File: config.mk
export PLATFORM = sky130hd
export DESIGN_NAME = raycast_wb_arbiter
export DESIGN_NICKNAME = d
export VERILOG_FILES = /design/src/rtl/raycast_wb_arbiter_pkg.sv /design/src/rtl/raycast_wb_arbiter_rr_select.sv /design/src/rtl/raycast_wb_arbiter.sv
export SDC_FILE = /design/constraint.sdc
export NUM_CORES = 1
export LEC_CHECK = 0
export ABC_CLOCK_PERIOD_IN_PS = 2900
export BUFFER_PORTS_ARGS = -buffer_cell sky130_fd_sc_hd__buf_4
export CAP_MARGIN = 40
export CORE_AREA = 10 10 95 97
export CTS_CLUSTER_DIAMETER = 40
export DETAILED_ROUTE_END_ITERATION = 7
export DIE_AREA = 0 0 105 107
export PLACE_DENSITY = 0.82
export SYNTH_ARGS = -nofsm -noshare
export SYNTH_HDL_FRONTEND = slang
export SYNTH_SLANG_ARGS = --single-unit
File: constraint.sdc
create_clock -name clk -period 2.9 [get_ports clk]
set_input_delay 0.58 -clock clk [delete_from_list [all_inputs] [get_ports clk]]
set_output_delay 0.58 -clock clk [all_outputs]
set_load 0.005 [all_outputs]
File: src/rtl/raycast_wb_arbiter_pkg.sv
// Shared definitions for the raycast Wishbone arbiter.
// FSM states, port count and a one-hot index helper.
package raycast_wb_arbiter_pkg;

  localparam int N_PORTS = 4;

  typedef enum logic [1:0] {
    S_IDLE  = 2'd0,
    S_BUSY  = 2'd1,
    S_ABORT = 2'd2
  } state_t;

  function automatic logic [1:0] oh_to_idx(input logic [3:0] oh);
    return {oh[3] | oh[2], oh[3] | oh[1]};
  endfunction

endpackage

File: src/rtl/raycast_wb_arbiter_rr_select.sv
// Round-robin winner pick: first requester at or after ptr.
// Purely combinational; returns a one-hot winner or zero.
module raycast_rr_select
  import raycast_wb_arbiter_pkg::*;
#(
  parameter int n = N_PORTS
) (
  input  logic [1:0] ptr,
  input  logic [3:0] req,
  output logic [3:0] win
);

  logic       found;
  logic [1:0] idx;

  // scan upward from ptr, wrapping, keep the first hit
  always_comb begin
    win   = '0;
    found = 1'b0;
    idx   = ptr;
    for (int i = 0; i < n; i++) begin
      idx = ptr + 2'(i);
      if (!found && req[idx]) begin
        win[idx] = 1'b1;
        found    = 1'b1;
      end
    end
  end

endmodule

File: src/rtl/raycast_wb_arbiter.sv
// Four-port Wishbone arbiter for raycast cores.
// Round-robin grant, watchdog abort, sticky timeout flag.
module raycast_wb_arbiter
  import raycast_wb_arbiter_pkg::*;
#(
  parameter int n_ports        = N_PORTS,
  parameter int timeout_cycles = 255
) (
  input  logic         clk,
  input  logic         rst,
  input  logic [127:0] s_wb_adr_i,
  input  logic [3:0]   s_wb_cyc_i,
  input  logic [3:0]   s_wb_stb_i,
  output logic [3:0]   s_wb_ack_o,
  output logic [31:0]  s_wb_dat_o,
  output logic [31:0]  m_wb_adr_o,
  input  logic [31:0]  m_wb_dat_i,
  output logic         m_wb_cyc_o,
  output logic         m_wb_stb_o,
  input  logic         m_wb_ack_i,
  output logic [3:0]   grant_o,
  output logic         timeout_o,
  input  logic         timeout_clr_i
);

  localparam logic [7:0] WD_LAST = 8'(timeout_cycles - 1);

  state_t     state, state_nxt;
  logic [1:0] rr_ptr, rr_ptr_nxt;
  logic [3:0] grant, grant_nxt;
  logic [7:0] wdog, wdog_nxt;
  logic       timeout_q;
  logic [3:0] req, win;
  logic [1:0] g;
  logic       g_req;

  assign req   = s_wb_cyc_i & s_wb_stb_i;
  assign g     = oh_to_idx(grant);
  assign g_req = req[g];

  raycast_rr_select #(
    .n (n_ports)
  ) u_sel (
    .ptr (rr_ptr),
    .req (req),
    .win (win)
  );

  // state, pointer, grant and watchdog registers
  always_ff @(posedge clk or negedge rst) begin
    if (!rst) begin
      state  <= S_IDLE;
      rr_ptr <= 2'd0;
      grant  <= 4'd0;
      wdog   <= 8'd0;
    end else begin
      state  <= state_nxt;
      rr_ptr <= rr_ptr_nxt;
      grant  <= grant_nxt;
      wdog   <= wdog_nxt;
    end
  end

  // sticky abort flag; a new abort beats a clear
  always_ff @(posedge clk or negedge rst) begin
    if (!rst) begin
      timeout_q <= 1'b0;
    end else if (state == S_ABORT) begin
      timeout_q <= 1'b1;
    end else if (timeout_clr_i) begin
      timeout_q <= 1'b0;
    end
  end

  // next-state: arbitrate, finish, drop-out or watchdog abort
  always_comb begin
    state_nxt  = state;
    rr_ptr_nxt = rr_ptr;
    grant_nxt  = grant;
    wdog_nxt   = wdog;
    unique case (state)
      S_IDLE: begin
        if (|req) begin
          state_nxt = S_BUSY;
          grant_nxt = win;
          wdog_nxt  = 8'd0;
        end
      end
      S_BUSY: begin
        if (m_wb_ack_i || !s_wb_cyc_i[g]) begin
          state_nxt  = S_IDLE;
          rr_ptr_nxt = g + 2'd1;
          grant_nxt  = 4'd0;
        end else if (wdog == WD_LAST) begin
          state_nxt = S_ABORT;
        end else begin
          wdog_nxt = wdog + 8'd1;
        end
      end
      S_ABORT: begin
        state_nxt  = S_IDLE;
        rr_ptr_nxt = g + 2'd1;
        grant_nxt  = 4'd0;
      end
      default: begin
        state_nxt = S_IDLE;
        grant_nxt = 4'd0;
      end
    endcase
  end

  // bus and return-path muxing for the granted port
  always_comb begin
    m_wb_cyc_o = 1'b0;
    m_wb_stb_o = 1'b0;
    m_wb_adr_o = 32'd0;
    s_wb_ack_o = 4'd0;
    s_wb_dat_o = 32'd0;
    unique case (state)
      S_BUSY: begin
        m_wb_cyc_o    = g_req;
        m_wb_stb_o    = g_req;
        m_wb_adr_o    = s_wb_adr_i[{g, 5'd0} +: 32];
        s_wb_ack_o[g] = m_wb_ack_i;
        s_wb_dat_o    = m_wb_dat_i;
      end
      S_ABORT: begin
        s_wb_ack_o[g] = 1'b1;
      end
      default: ;
    endcase
  end

  assign grant_o   = grant;
  assign timeout_o = timeout_q;

endmodule

==> run_results.csv, run 1 <==
group,metric,value,unit
outcome,status,"finished clean",
logic_synthesis,synthCells,377,
global_routing,grt_first_pass_wirelength,21500,um
sta,skew,0.00418,ns
clock_network,clockRootBuffer,"clkbuf_8",
clock_network,cts_setup_buffers,0,
worst_setup_path,critPathKind,"register to output port",
clock_network,cts_tree,"yes",
finish,fillers,642,
floorplanning,start_util,38.2,%
routing,ant_nets,0,
sta,finalSetupViolations,0,
floorplanning,io_pins,247,
clock_network,clock_sinks,17,
worst_setup_path,cp-start-kind,"register",
floorplanning,die_h,107,um
logic_synthesis,async_flop_share,100,%
worst_setup_path,cp-end-kind,"output port",
placed_design,dp_hpwl,12200,um
sta,hold_ws,0.181,ns
sta,finalCriticalPeriod,2.61,ns
finish,layoutNonFillerInstCount,703,
placed_design,placedCellCount,699,
floorplanning,die_w,105,um
worst_setup_path,cp_max_fo,23,
placed_design,portBuffers,246,
sta,slew_violations,0,
logic_synthesis,synth_cell_types,49,
placed_design,place_congestion,0.980,
global_routing,grt_pass1_vias,3673,
logic_synthesis,ys_ff_latch,17,
sta,grt_setup_unrepaired,"false",
routing,wl,14500,um
clock_network,clk_path_buf_depth,2,
floorplanning,core-area,7140,um2
logic_synthesis,syn_nets,566,
floorplanning,die-area,11200,um2
logic_synthesis,syn_area,2720,um2
routing,vias_per_cell,5.44,
finish,antenna_cells,0,
flow_run,max_cap_viol_count,0,
placed_design,placed_area,4650,um2
worst_setup_path,crit_top_cell,"buf_4",
routing,post_drt_wl_per_cell,20.7,um
routing,drt-initial-drc-count,168,
power_and_ir_drop,vdd_drop_max,0.000542,V
worst_setup_path,critPathArrivalTime,2.03,ns
clock_network,numCtsBuffers,3,
worst_setup_path,cpPeakStageDelay,0.45,ns
sta,fin_setup_tns,0,ns
global_routing,grt_max_degree,66,
worst_setup_path,critPathSlowestCell,"or2_2",
finish,finish.instance_area,4690,um2
finish,finalNetCount,794,
logic_synthesis,syn_area_per_cell,7.23,um2
sta,slew_headroom,57.1,%
clock_network,clk_pin_slew,0.07,ns
routing,vias,3823,
global_routing,track_usage,23.3,%
routing,drt-pass1-iter-count,4,
logic_synthesis,synth_edf_count,0,
logic_synthesis,yosysSeqAreaShare,15.6,%
sta,finalHoldViolations,0,
logic_synthesis,synthFlopType,"dfrtp_1",
finish,drive_gt1_share,44.7,%
clock_network,hold_buffers,0,
sta,worst_pin_slew,0.642,ns
global_routing,antenna_found_initial,0,
clock_network,clock_latency,0.25,ns
worst_setup_path,cp_cell_sequence,"or2_2, buf_4, a211oi_1, a311oi_1, buf_4",
logic_synthesis,ys_warn_count,0,
worst_hold_path,hp-class,"input port to asynchronous set/reset pin",
clock_network,htreeDepth,1,
power_and_ir_drop,p_per_area,700,nW/um2
sta,timing.fmax,0.384,GHz
finish,area_delta_synth_final,72.3,%
sta,period_share,89.9,%
power_and_ir_drop,p_leak,0.00227,uW
global_routing,grt-ovfl-total,0,
floorplanning,fp-row-count,31,
routing,drc_errors,0,
worst_setup_path,critPathRequiredTime,2.32,ns
clock_network,cts_resized,0,
## power breakdown
group | leakage (uW) | internal, uW | switching, uW
combinational | 0.00202 | 1290 | 1450
sequential | 0.000225 | 291 | 68.4
clock | 0.0000228 | 97.4 | 82.5
## placed cells by master, fill, tap and decap left out, drive strengths merged, types with 3 or more instances in the layout
master	instances
buf	256
nand2	75
and2	42
nor2b	34
a211oi	33
a311oi	32
ha	17
dfrtp	17
o21ai	8
a21oi	7
inv	7
nand3	6
nor2	6
a22oi	5
mux2i	5
nor4	4
nand4	4
a31oi	4
o311ai	4
clkbuf	4
o41ai	3
or2	3
a2111oi	3
## path summary, 6_finish.rpt
path / start / to / slack (ns) / cells past startpoint
max reg2reg: rr_ptr[1] / grant_o[2] / 0.33 / 6
min in group clk: timeout_o / timeout_o / 0.49 / 1
min reg2reg: timeout_o / timeout_o / 0.49 / 1
max in group asynchronous: rst / grant_o[1] / 2.51 / 1
min: rst / grant_o[2] / 0.18 / 1
max: grant_o[3] / m_wb_adr_o[30] / 0.29 / 5
## routing by layer
layer | global-route usage [%] | vias to the layer above | part of all wire [%]
li1 | - | 1860 | -
met1 | 27.3 | 1742 | 40
met2 | 40.2 | 187 | 50
met3 | 6.05 | 34 | 7.5
met4 | 8.24 | 0 | 3.0
met5 | 0 | - | 0
## registers in the layout, summed over array words and instances (netlist names)
name and count:
state 2, grant_o 4, timeout_o 1, wdog 8, rr_ptr 2
## worst max-delay path: cells and delay by family (launching register included)
family / cells / cell delay (ns)
DFF: 1 / 0.44
AOI/OAI and AO/OA: 2 / 0.41
buffers and inverters: 2 / 0.48
and+or+nand+nor: 1 / 0.45
## kinds of logic after synthesis
| family | Yosys count | share of synthesized area (%) |
|---|---|---|
| buf+inv | 42 | 6.25 |
| compound gates | 111 | 32.2 |
| fa+ha+maj | 17 | 7.81 |
| mux | 8 | 3.90 |
| flops | 17 | 15.6 |
| simple gates | 182 | 34.3 |
## Yosys cell counts, drive strengths merged (6+ instances only)
| library cell | n | area share [%] |
|---|---|---|
| dfrtp | 17 | 16 |
| a21oi | 7 | 1.3 |
| and2 | 42 | 9.6 |
| inv | 7 | 0.96 |
| nor2b | 34 | 7.8 |
| nand2 | 75 | 10 |
| a211oi | 33 | 9.1 |
| clkbuf | 24 | 3.3 |
| buf | 9 | 1.7 |
| nand3 | 6 | 1.1 |
| a311oi | 32 | 10 |
| o21ai | 8 | 1.9 |
| ha | 17 | 7.8 |
| nor2 | 6 | 0.83 |
## layout make-up
class	instances	area (um2)	share of cell area [%]
clock buffers	4	45.0	0.959
multi-input cells	318	2130	45.4
flip-flops and latches	17	427	9.09
repair buffers	256	1930	41.2
well taps	99	124	2.64
inverters	9	33.8	0.720
## through the flow
stage          utilization (%)  worst slack (ns)  power (uW)
2_1_floorplan                -             0.509        1830
6_report                  65.8             0.294        3280
3_3_place_gp              65.1             0.547        3060
3_5_place_dp              65.1             0.394        3110
4_1_cts                   65.8             0.282        3300
5_1_grt                   65.8             0.123        3580
No activity file was read; power rests on OpenSTA's default activity.
==> run 2, diff against run 1 <==
--- a/config.mk
+++ b/config.mk
@@ -5,13 +5,14 @@
 export SDC_FILE = /design/constraint.sdc
 export NUM_CORES = 1
 export LEC_CHECK = 0
+export ABC_AREA = 1
 export ABC_CLOCK_PERIOD_IN_PS = 2900
 export BUFFER_PORTS_ARGS = -buffer_cell sky130_fd_sc_hd__buf_4
 export CAP_MARGIN = 40
-export CORE_AREA = 10 10 95 97
+export CORE_AREA = 10 10 96 98
 export CTS_CLUSTER_DIAMETER = 40
 export DETAILED_ROUTE_END_ITERATION = 7
-export DIE_AREA = 0 0 105 107
+export DIE_AREA = 0 0 106 108
 export PLACE_DENSITY = 0.82
 export SYNTH_ARGS = -nofsm -noshare
 export SYNTH_HDL_FRONTEND = slang
==> run 2 against run 1 <==
Against the previous run:
- die area increased by 1.9%
- fmax increased by 6.7%
- first-iteration DRC count increased by 45%
- critical path depth increased by 2
- combinational power decreased by 4%
- final cell count increased by 22%
- synthesized cell count increased by 40%
- sequential cell count unchanged
- sequential share of layout area decreased by 0.15 points
- clock power about the same
- via count increased by 12%
==> run_results.csv, run 2 <==
group,metric,value,unit
outcome,status,"finished clean",
logic_synthesis,netlist.area_leader.share,18.5,%
worst_setup_path,cpPeakStageDelay,0.46,ns
worst_setup_path,cp_cell_sequence,"nor2_4, buf_4, nor2_1, nor2_1, o21ai_0, a21oi_1, buf_4",
sta,finalCriticalPeriod,2.44,ns
logic_synthesis,async_flop_share,100,%
placed_design,place_congestion,0.876,
routing,drt-pass1-iter-count,5,
clock_network,hold_buffers,0,
finish,finish.instance_area,4760,um2
finish,final_cell_mix,"buf_4, nor2_1, nand2_1",
worst_setup_path,critPathKind,"register to output port",
logic_synthesis,syn_area,2820,um2
floorplanning,io_pins,247,
finish,final_common_cell,"buf_4",
worst_setup_path,cp_max_fo,43,
logic_synthesis,ys_warn_count,0,
worst_setup_path,critPathRequiredTime,2.32,ns
power_and_ir_drop,vdd_drop_max,0.000430,V
routing,vias,4268,
clock_network,cts_setup_buffers,0,
global_routing,grt-ovfl-total,0,
placed_design,dp_hpwl,11600,um
logic_synthesis,synthFlopType,"dfrtp_1",
finish,antenna_cells,0,
placed_design,placed_area,4710,um2
routing,drt-initial-drc-count,244,
power_and_ir_drop,p_per_area,669,nW/um2
worst_setup_path,r2r-end,"grant_o[2]",
sta,fin_setup_tns,0,ns
logic_synthesis,synthCells,529,
sta,hold_ws,0.181,ns
finish,area_delta_synth_final,69.1,%
placed_design,portBuffers,246,
sta,slew_headroom,71.8,%
routing,ant_nets,0,
clock_network,clock_sinks,17,
logic_synthesis,yosys.area.top_type,"nor2_1",
floorplanning,die_h,108,um
global_routing,track_usage,21.9,%
logic_synthesis,synth.most_common_cell,"nor2_1",
logic_synthesis,synth_common_cells,"nor2_1, nand2_1, o21ai_0",
finish,regMostFlops,"wdog",
global_routing,antenna_found_initial,0,
worst_setup_path,rrSetupSlack,0.76,ns
power_and_ir_drop,p_leak,0.00277,uW
sta,finalHoldViolations,0,
sta,skew,0.00333,ns
worst_setup_path,critPathArrivalTime,1.86,ns
clock_network,clk_pin_slew,0.07,ns
floorplanning,die-area,11400,um2
finish,drive_gt1_share,36.4,%
routing,vias_per_cell,4.97,
sta,slew_violations,0,
flow_run,max_cap_viol_count,0,
logic_synthesis,yosysSeqAreaShare,15.1,%
clock_network,clock_latency,0.25,ns
global_routing,grt_max_degree,44,
clock_network,htreeDepth,1,
worst_setup_path,critPathSlowestCell,"dfrtp_1",
clock_network,clk_path_buf_depth,2,
global_routing,grt_pass1_vias,4125,
routing,post_drt_wl_per_cell,16.4,um
worst_setup_path,crit_family,"buffers and inverters",
logic_synthesis,ys_ff_latch,17,
worst_setup_path,path_buf_inv,2,
clock_network,cts_resized,0,
logic_synthesis,synth_cell_types,28,
logic_synthesis,syn_area_per_cell,5.32,um2
floorplanning,die_w,106,um
sta,grt_setup_unrepaired,"false",
logic_synthesis,yosys-top-cells-area,"nor2_1, dfrtp_1, nand2_1",
sta,finalSetupViolations,0,
clock_network,cts_tree,"yes",
power_and_ir_drop,finalPower,3190,uW
sta,timing.fmax,0.409,GHz
sta,worst_pin_slew,0.421,ns
logic_synthesis,synth_edf_count,0,
worst_hold_path,hp-class,"input port to asynchronous set/reset pin",
global_routing,grt_first_pass_wirelength,20900,um
clock_network,numCtsBuffers,3,
floorplanning,core-area,7450,um2
worst_setup_path,cp-end-kind,"output port",
worst_setup_path,reg2regPathDepth,10,
clock_network,clockRootBuffer,"clkbuf_8",
sta,period_share,84.2,%
floorplanning,fp-row-count,32,
routing,drc_errors,0,
finish,largest_reg_flops,8,
worst_setup_path,reg2reg_from,"rr_ptr[0]",
worst_setup_path,crit_cells,7,
routing,wl,14100,um
logic_synthesis,syn_nets,718,
floorplanning,start_util,37.8,%
worst_setup_path,cp-start-kind,"register",
finish,finalNetCount,946,
==> run 2: cell families after synthesis <==
| family | count (synthesis) | share of synthesized area [%] |
|---|---|---|
| AO/OA/AOI/OAI | 116 | 21.2 |
| XOR/XNOR | 6 | 1.87 |
| adder cells (fa/ha/maj) | 17 | 7.56 |
| buffers and inverters | 86 | 12.1 |
| flip-flops | 17 | 15.1 |
| AND/OR/NAND/NOR | 287 | 42.1 |
==> run 2: cell type report <==
cell class,count,area (um2)
clock buffers,3,41.3
flip-flops and latches,17,425
inverters,55,206
well taps,102,128
multi-input cells,426,2050
fillers,670,2690
repair buffers,254,1910
clock inverters,1,5.00
==> run 2: worst max-delay path by stage <==
stage / startpoint / endpoint
final: grant_o[3] / m_wb_adr_o[22]
after global routing: grant_o[3] / m_wb_adr_o[15]
after CTS: grant_o[3] / m_wb_adr_o[22]
after detailed placement: grant_o[3] / m_wb_adr_o[22]
after global placement: grant_o[3] / s_wb_ack_o[3]
after floorplan: grant_o[1] / m_wb_stb_o
==> run 2: layer usage <==
| layer | global-route usage, % | share of wire, % |
|---|---|---|
| met1 | 24.9 | 39 |
| met2 | 38.2 | 48 |
| met3 | 7.67 | 11 |
| met4 | 5.90 | 2.3 |
| met5 | 0 | 0 |
==> run 2: through the flow <==
stage	cells	util (%)	setup slack [ns]
finish	858	63.9	0.458
global route	858	63.9	0.294
CTS	858	63.9	0.439
detailed placement	854	63.3	0.727
global placement	854	63.3	0.772
floorplan	529	-	0.755
==> run 2: report_power, final <==
| group | leakage [uW] | switching (uW) | internal (uW) |
|---|---|---|---|
| registers | 0.000227 | 75.7 | 289 |
| clock network | 0.0000255 | 81.6 | 95.2 |
| logic | 0.00252 | 1540 | 1110 |
==> run 2: worst reg2reg max path: stages, from the launching register on <==
cell and delay [ns]:
dfrtp_1 0.60, inv_1 0.28, ha_1 0.39, inv_1 0.06, nand2_1 0.06, nand2_1 0.15, nor2_4 0.22, nand3_1 0.10
nand3_1 0.11, nand2_1 0.06, nand2_1 0.05
